<file path="src/rtl/pipeline_ctrl.sv">
// pipeline_ctrl: stall/flush/valid controller for the in-order LC-3b pipeline.
// Produces the per-stage pipe-register load enables, the PC load and the
// branch redirect, tracks which stages hold real instructions, and keeps
// saturating counters of freeze cycles and taken-branch flushes.
module pipeline_ctrl #(
    parameter int STAGES    = 5,
    parameter int MEM_STAGE = 3,
    parameter int CNT_WIDTH = 16
) (
    input  logic                 clk,
    input  logic                 reset,
    input  logic                 i_mem_resp,
    input  logic                 d_mem_req,
    input  logic                 d_mem_resp,
    input  logic                 load_hazard,
    input  logic                 br_taken,
    input  logic                 cnt_clear,
    output logic                 load_pc,
    output logic                 redirect,
    output logic [STAGES-2:0]    load_reg,
    output logic [STAGES-1:0]    stage_valid,
    output logic [CNT_WIDTH-1:0] stall_count,
    output logic [CNT_WIDTH-1:0] flush_count
);

    localparam int FW = $clog2(STAGES);

    // Valid bits of stages 1..STAGES-1; fetch (stage 0) is always valid
    // outside reset, so it has no storage.
    logic [STAGES-1:1] v;
    logic [STAGES-1:1] v_next;
    logic [STAGES-1:0] v_in;

    logic          dstall;
    logic          freeze;
    logic [FW-1:0] freeze_pt;
    logic          br_take;

    // Pick the single freeze point; the deepest stalled stage wins so that
    // a D-cache wait swallows any hazard or I-miss behind it.
    always_comb begin
        dstall    = v[MEM_STAGE] & d_mem_req & ~d_mem_resp;
        freeze    = 1'b1;
        freeze_pt = '0;
        if (dstall) begin
            freeze_pt = FW'(MEM_STAGE);
        end else if (v[1] & load_hazard) begin
            freeze_pt = FW'(1);
        end else if (!i_mem_resp) begin
            freeze_pt = '0;
        end else begin
            freeze = 1'b0;
        end
        br_take = br_taken & v[MEM_STAGE] & ~dstall;
    end

    // Control outputs: registers at or past the freeze point keep moving
    // (the one at the freeze point captures a bubble); all silenced in reset.
    always_comb begin
        load_reg = '0;
        for (int k = 0; k < STAGES - 1; k++) begin
            load_reg[k] = ~freeze | (k >= int'(freeze_pt));
        end
        load_pc     = ~freeze | br_take;
        redirect    = br_take;
        stage_valid = {v, 1'b1};
        if (reset) begin
            load_reg    = '0;
            load_pc     = 1'b0;
            redirect    = 1'b0;
            stage_valid = '0;
        end
    end

    // Next valid vector: shift past the freeze point, bubble into the stage
    // right after it, hold before it; a taken branch squashes the wrong path
    // younger than itself while the branch itself moves on.
    always_comb begin
        v_in   = {v, 1'b1};
        v_next = v;
        for (int k = 1; k < STAGES; k++) begin
            if (!freeze || (k - 1 > int'(freeze_pt))) begin
                v_next[k] = v_in[k-1];
            end else if (k - 1 == int'(freeze_pt)) begin
                v_next[k] = 1'b0;
            end else begin
                v_next[k] = v[k];
            end
        end
        if (br_take) begin
            for (int k = 1; k <= MEM_STAGE; k++) begin
                v_next[k] = 1'b0;
            end
            v_next[MEM_STAGE+1] = 1'b1;
        end
    end

    // State update: valid bits plus saturating counters, clear beats count.
    always_ff @(posedge clk) begin
        if (reset) begin
            v           <= '0;
            stall_count <= '0;
            flush_count <= '0;
        end else begin
            v <= v_next;
            if (cnt_clear) begin
                stall_count <= '0;
                flush_count <= '0;
            end else begin
                if (freeze && (stall_count != {CNT_WIDTH{1'b1}})) begin
                    stall_count <= stall_count + 1'b1;
                end
                if (br_take && (flush_count != {CNT_WIDTH{1'b1}})) begin
                    flush_count <= flush_count + 1'b1;
                end
            end
        end
    end

endmodule

</file>
<file path="config.mk">
export PLATFORM = sky130hd
export DESIGN_NAME = pipeline_ctrl
export DESIGN_NICKNAME = d
export VERILOG_FILES = /design/src/rtl/pipeline_ctrl.sv
export SDC_FILE = /design/constraint.sdc
export NUM_CORES = 1
export LEC_CHECK = 0
export BUFFER_PORTS_ARGS = -buffer_cell sky130_fd_sc_hd__buf_2
export CORE_MARGIN = 5
export CORE_UTILIZATION = 35
export CTS_CLUSTER_DIAMETER = 120
export DETAILED_ROUTE_END_ITERATION = 6
export HOLD_SLACK_MARGIN = 0.15
export SKIP_CTS_REPAIR_TIMING = 1
export SKIP_LAST_GASP = 1
export SLEW_MARGIN = 30
export SYNTH_ARGS = -nofsm -noshare
export SYNTH_HDL_FRONTEND = slang
export SYNTH_SLANG_ARGS = --single-unit
</file>
<file path="constraint.sdc">
create_clock -name clk -period 2.7 [get_ports clk]
set_clock_uncertainty 0.1 [all_clocks]
set_input_delay 0.54 -clock clk [delete_from_list [all_inputs] [get_ports clk]]
set_output_delay 0.54 -clock clk [all_outputs]
set_load 0.03 [all_outputs]
</file>
Yosys cells after proc, flatten, opt, wreduce, memory -nomap -nowiden

Index checks and enable logic that the tools add are counted.
Widths: inputs -> output; s select.

Register bits: 36
Bits of input ports: 8
Output and inout port bits: 43
Logic and storage cells: 64

Add/subtract/negate cells: 2
Magnitude comparators: 7
Equality and inequality tests: 6
Mux-type cells: 18
Bitwise logic cells: 13
Reduce and logical (&&, ||, !) cells: 12

Operators by type and width:

| operator              | count |
|---|---|
| $add 16x1->16 const B | 2 |
| $ne 16x16->1 const B  | 2 |
| $mux 1                | 14 |
| $mux 4                | 2 |
| $eq 3x3->1 const A    | 2 |
| $ge 1x3->1 const A    | 2 |
| $ge 2x3->1 const A    | 2 |
| $gt 2x3->1 const A    | 2 |
| $and 1x1->1           | 5 |
| $mux 5                | 1 |
| $or 1x1->1            | 5 |
| $reduce_bool 2->1     | 2 |
| $reduce_or 2->1       | 2 |
| $eq 2x3->1 const A    | 1 |
| $gt 1x3->1 const A    | 1 |
| $logic_not 3->1       | 1 |
| $logic_or 1x1->1      | 3 |
| $not 1->1             | 3 |
| $reduce_bool 3->1     | 1 |
| $logic_and 1x1->1     | 2 |
| $mux 2                | 1 |
| $ne 2x1->1 const B    | 1 |
| $logic_not 1->1       | 1 |

Depth between registers and ports, before layout

Word-level depth: 7
Depth in mapped cells: 7
Gate-level depth less buffers: 6

Worst setup path before layout

No wires, ideal clock.

Path type: input to output
Start point: in d_mem_resp
End point: out load_reg[0]
Data arrival time: 1.636 ns
Data required time: 2.060 ns
Path slack: 0.424 ns
Stages on the path: 3
Path buffers: 1
Cells stage by stage: and3b_1 clkbuf_1 a211oi_1

Cells in the longest elaborated chain, start to end: 6
Elaborated cells between the ends (all ways): 8

Ends and longest elaborated chain:

| what                                           | RTL line | text |
|---|---|---|
| start, declared                                | 14       | `input logic d_mem_resp,` |
| $not 1->1 (*)                                  | 42       | `dstall = v[MEM_STAGE] & d_mem_req & ~d_mem_resp;` |
| $and 1x1->1 (*)                                | 42       |  |
| $mux 2 / $mux 1 (equally long branches)        | 45       | `if (dstall) begin` |
| $ge 1x3->1 / $not 1->1 (equally long branches) | 62       | `load_reg[k] = ~freeze \| (k >= int'(freeze_pt));` |
| $or 1x1->1 (*)                                 | 62       |  |
| $mux 4 (*)                                     | 67       | `if (reset) begin` |
| end, declared                                  | 20       | `output logic [STAGES-2:0] load_reg,` |

Every way passes the cells marked *; elsewhere a longest branch is shown, timed or not.

Final worst setup path

Start point: reg flush_count[0]
End point: reg flush_count[3]

Cells in the longest elaborated chain, start to end: 2
Elaborated cells between the ends (all ways): 3

Ends and longest elaborated chain:

| what                                                  | RTL line | text |
|---|---|---|
| start, declared                                       | 23       | `output logic [CNT_WIDTH-1:0] flush_count` |
| start signal, assigned                                | 114      | `flush_count <= flush_count + 1'b1;` |
| branches (longest 2 deep; another with $add 16x1->16) | -        |  |

Several ways; the timed one is not identified.
A chain may end at the register's enable or synchronous reset.

==> run_results.csv <==
group,metric,value,unit
floorplanning,rows,26,
cells_and_area,final_nets,273,
drt,vias_per_cell,5.05,
timing,max-slew-margin-rel,0.518,
global_route,grt_pass1_vias,1552,
setup_path,slowest_stage,"or4_4",
logic_synthesis,yosysTopAreaCell,"dfxtp_1",
placement,place_ws,0.498,ns
cts,cts_tree,"built",
cts,numCtsBuffers,5,
floorplanning,io_pins,51,
placement,hpwlAfterDp,3.22,mm
logic_synthesis,syn_inst,213,
global_route,grt_max_degree,29,
placement,dp.cells,326,
logic_synthesis,synth_top_cell_area_share,0.401,
setup_path,crit_arrival,2.14,ns
pwr,ir_drop,0.283,mV
cts,cts.sinks,36,
timing,slew_viol_final,0,
timing,max_freq,491,MHz
drt,drc,0,
placement,place_congestion,0.800,
floorplanning,core,5040,um^2
outcome,status,"completed",
cells_and_area,n_antenna_cell,0,
cts,cts_max_level,2,
global_route,grt_pass1_wl,7.40,mm
cells_and_area,fin_area,2200,um^2
pwr,p_switching,0.226,mW
timing,setup_ws,0.665,ns
logic_synthesis,yosys_warnings,0,
placement,postPlaceCellArea,2100,um^2
floorplanning,dieWidth,81.7,um
cts,clkLatencyLatePin,0.28,ns
timing,period_share,0.754,
cells_and_area,area_growth,22.0,%
timing,finalSetupViolations,0,
job,maxCapViolations,0,
pwr,leakage,0.878,nW
cts,clockRootBuffer,"clkbuf_8",
cts,cts.clk_slew.worst_paths,0.07,ns
floorplanning,die_h,81.7,um
logic_synthesis,ys_types,40,
setup_path,critPathLaunchType,"register",
logic_synthesis,async_reset_ff_frac,0,
pwr,cellPowerDensity,459,nW/um^2
setup_path,cp-end-kind,"register",
setup_path,critPathBufInv,0,
logic_synthesis,synth_edf_count,0,
setup_path,critical_path.max_stage_delay,0.61,ns
floorplanning,dieArea,6670,um^2
drt,ant_nets,0,
worst_hold_path,holdPathStages,2,
cts,ctsLongestPathBuffers,2,
setup_path,cp.required,2.81,ns
pwr,pwr-share-clk,0.403,
cells_and_area,stdcell_count,333,
global_route,antenna_found_initial,0,
logic_synthesis,yosysMostFrequentCell,"dfxtp_1",
logic_synthesis,syn-cell-area,1800,um^2
placement,portBuffers,50,
global_route,grt_overflow,0,
logic_synthesis,ys.flop_type,"dfxtp_1",
logic_synthesis,syn-num-nets,223,
global_route,track_usage,0.138,
pwr,intPower,0.782,mW
setup_path,critical_path_class,"register to register",
logic_synthesis,synth.avg_cell_area,8.45,um^2
timing,rsz0062_at_grt,"no",
timing,min_period,2.03,ns
drt,firstDrtPassIters,4,
drt,wl_per_cell,12.8,um
setup_path,crit_cells,6,
logic_synthesis,netlist_top_cells_count,"dfxtp_1 (36), nor2_1 (32), nand2_1 (15), nand4_1 (15)",
setup_path,reg2reg_depth,6,
timing,finalSetupTns,0,ns
pwr,power_frac_seq,0.534,
setup_path,cp_max_fo,7,
setup_path,cpLargestDelayFamily,"simple AND/OR/NAND/NOR gates",
pwr,comb_power_share,0.063,
logic_synthesis,yosys-top-cells-area,"dfxtp_1 (40%), nor2_1 (6.7%), xor2_1 (5.8%), nand4_1 (5.2%), xnor2_1 (4.4%)",
drt,drtIter0Drc,61,
floorplanning,start_util,0.357,
setup_path,crit_path_cell_trace,"ha_1, nand3_1, or4_4, and2_4, nand4_1, mux2i_1",
cells_and_area,drive_gt1_frac,0.255,
logic_synthesis,ys_seq_area_frac,0.401,
logic_synthesis,synth_seq_cells,36,
drt,wl,4.27,mm
timing,worst_slew_pin_slew,0.716,ns
worst_hold_path,hold_class,"register to register",
drt,vias,1680,
timing,hold_viol,0,
pwr,switching_share,0.225,
cell families after synthesis:
kind of cell / synth area share
buffers and inverters: 0.0292
AND/OR/NAND/NOR: 0.344
adder cells (fa/ha/maj): 0.0139
flip-flops: 0.401
AO/OA/AOI/OAI: 0.0939
XOR/XNOR: 0.102
multiplexers: 0.0167
area by class of cell:
cell class / count / area [um^2]
Sequential cell: 36 / 721
Inverter: 2 / 7.51
Multi-Input combinational cell: 167 / 1030
Fill cell: 506 / 2850
Clock buffer: 7 / 96.3
Tap cell: 70 / 87.6
Timing Repair Buffer: 51 / 258
final timing paths:
| path | slack (ns) | to | from |
|---|---|---|---|
| worst max-delay path | 0.67 | flush_count[3] | flush_count[0] |
| worst min-delay path | 0.40 | stall_count[15] | stall_count[15] |
| worst max register to register | 0.67 | flush_count[3] | flush_count[0] |
| worst min register to register | 0.40 | stall_count[15] | stall_count[15] |
stage by stage:
stage,power [mW],utilization,hold slack [ns]
after floorplan,0.595,-,0.377
after global placement,0.614,0.416,0.388
after detailed placement,0.614,0.416,0.401
after CTS,1.02,0.435,0.409
after global routing,1.05,0.435,0.436
final,1.01,0.435,0.403
worst reg2reg max path: cells and delay by family, from the launching register on:
family                   cells  cell delay (ns)
AND/OR/NAND/NOR              4             1.04
flip-flops                   1             0.42
adder cells (fa/ha/maj)      1             0.23
multiplexers                 1             0.17
layout by cell type (no fill, tap or decap), types with 3 or more instances in the layout:
cell type / count
xnor2_1: 9
nor4_1: 4
nor2b_1: 5
or3_1: 3
xor2_1: 12
nand2_1: 15
nor3_1: 12
dfxtp_1: 36
and2_1: 3
and4_1: 3
a21oi_1: 6
buf_2: 50
nand4_1: 15
clkbuf_8: 7
nor2_1: 32
o21ai_0: 7
mux2i_1: 3
nand3_1: 10
a211oi_1: 4
power by group through the flow:
stage	Sequential, mW	Combinational (mW)	Clock (mW)
4_1_cts	0.538	0.0644	0.421
3_3_place_gp	0.550	0.0643	0
2_1_floorplan	0.552	0.0428	0
6_report	0.538	0.0635	0.407
5_1_grt	0.538	0.0705	0.441
3_5_place_dp	0.550	0.0642	0
routing by layer:
layer	vias up	track usage	share of wire
li1	864	-	-
met1	769	0.200	0.50
met2	42	0.204	0.42
met3	5	0.0285	0.062
met4	0	0.0449	0.014
met5	-	0	0
state kept, by name (all words and copies together), names as in the netlist:
register	flops
flush_count	16
stall_count	16
v	4
Power figures use the tool's default switching activity.
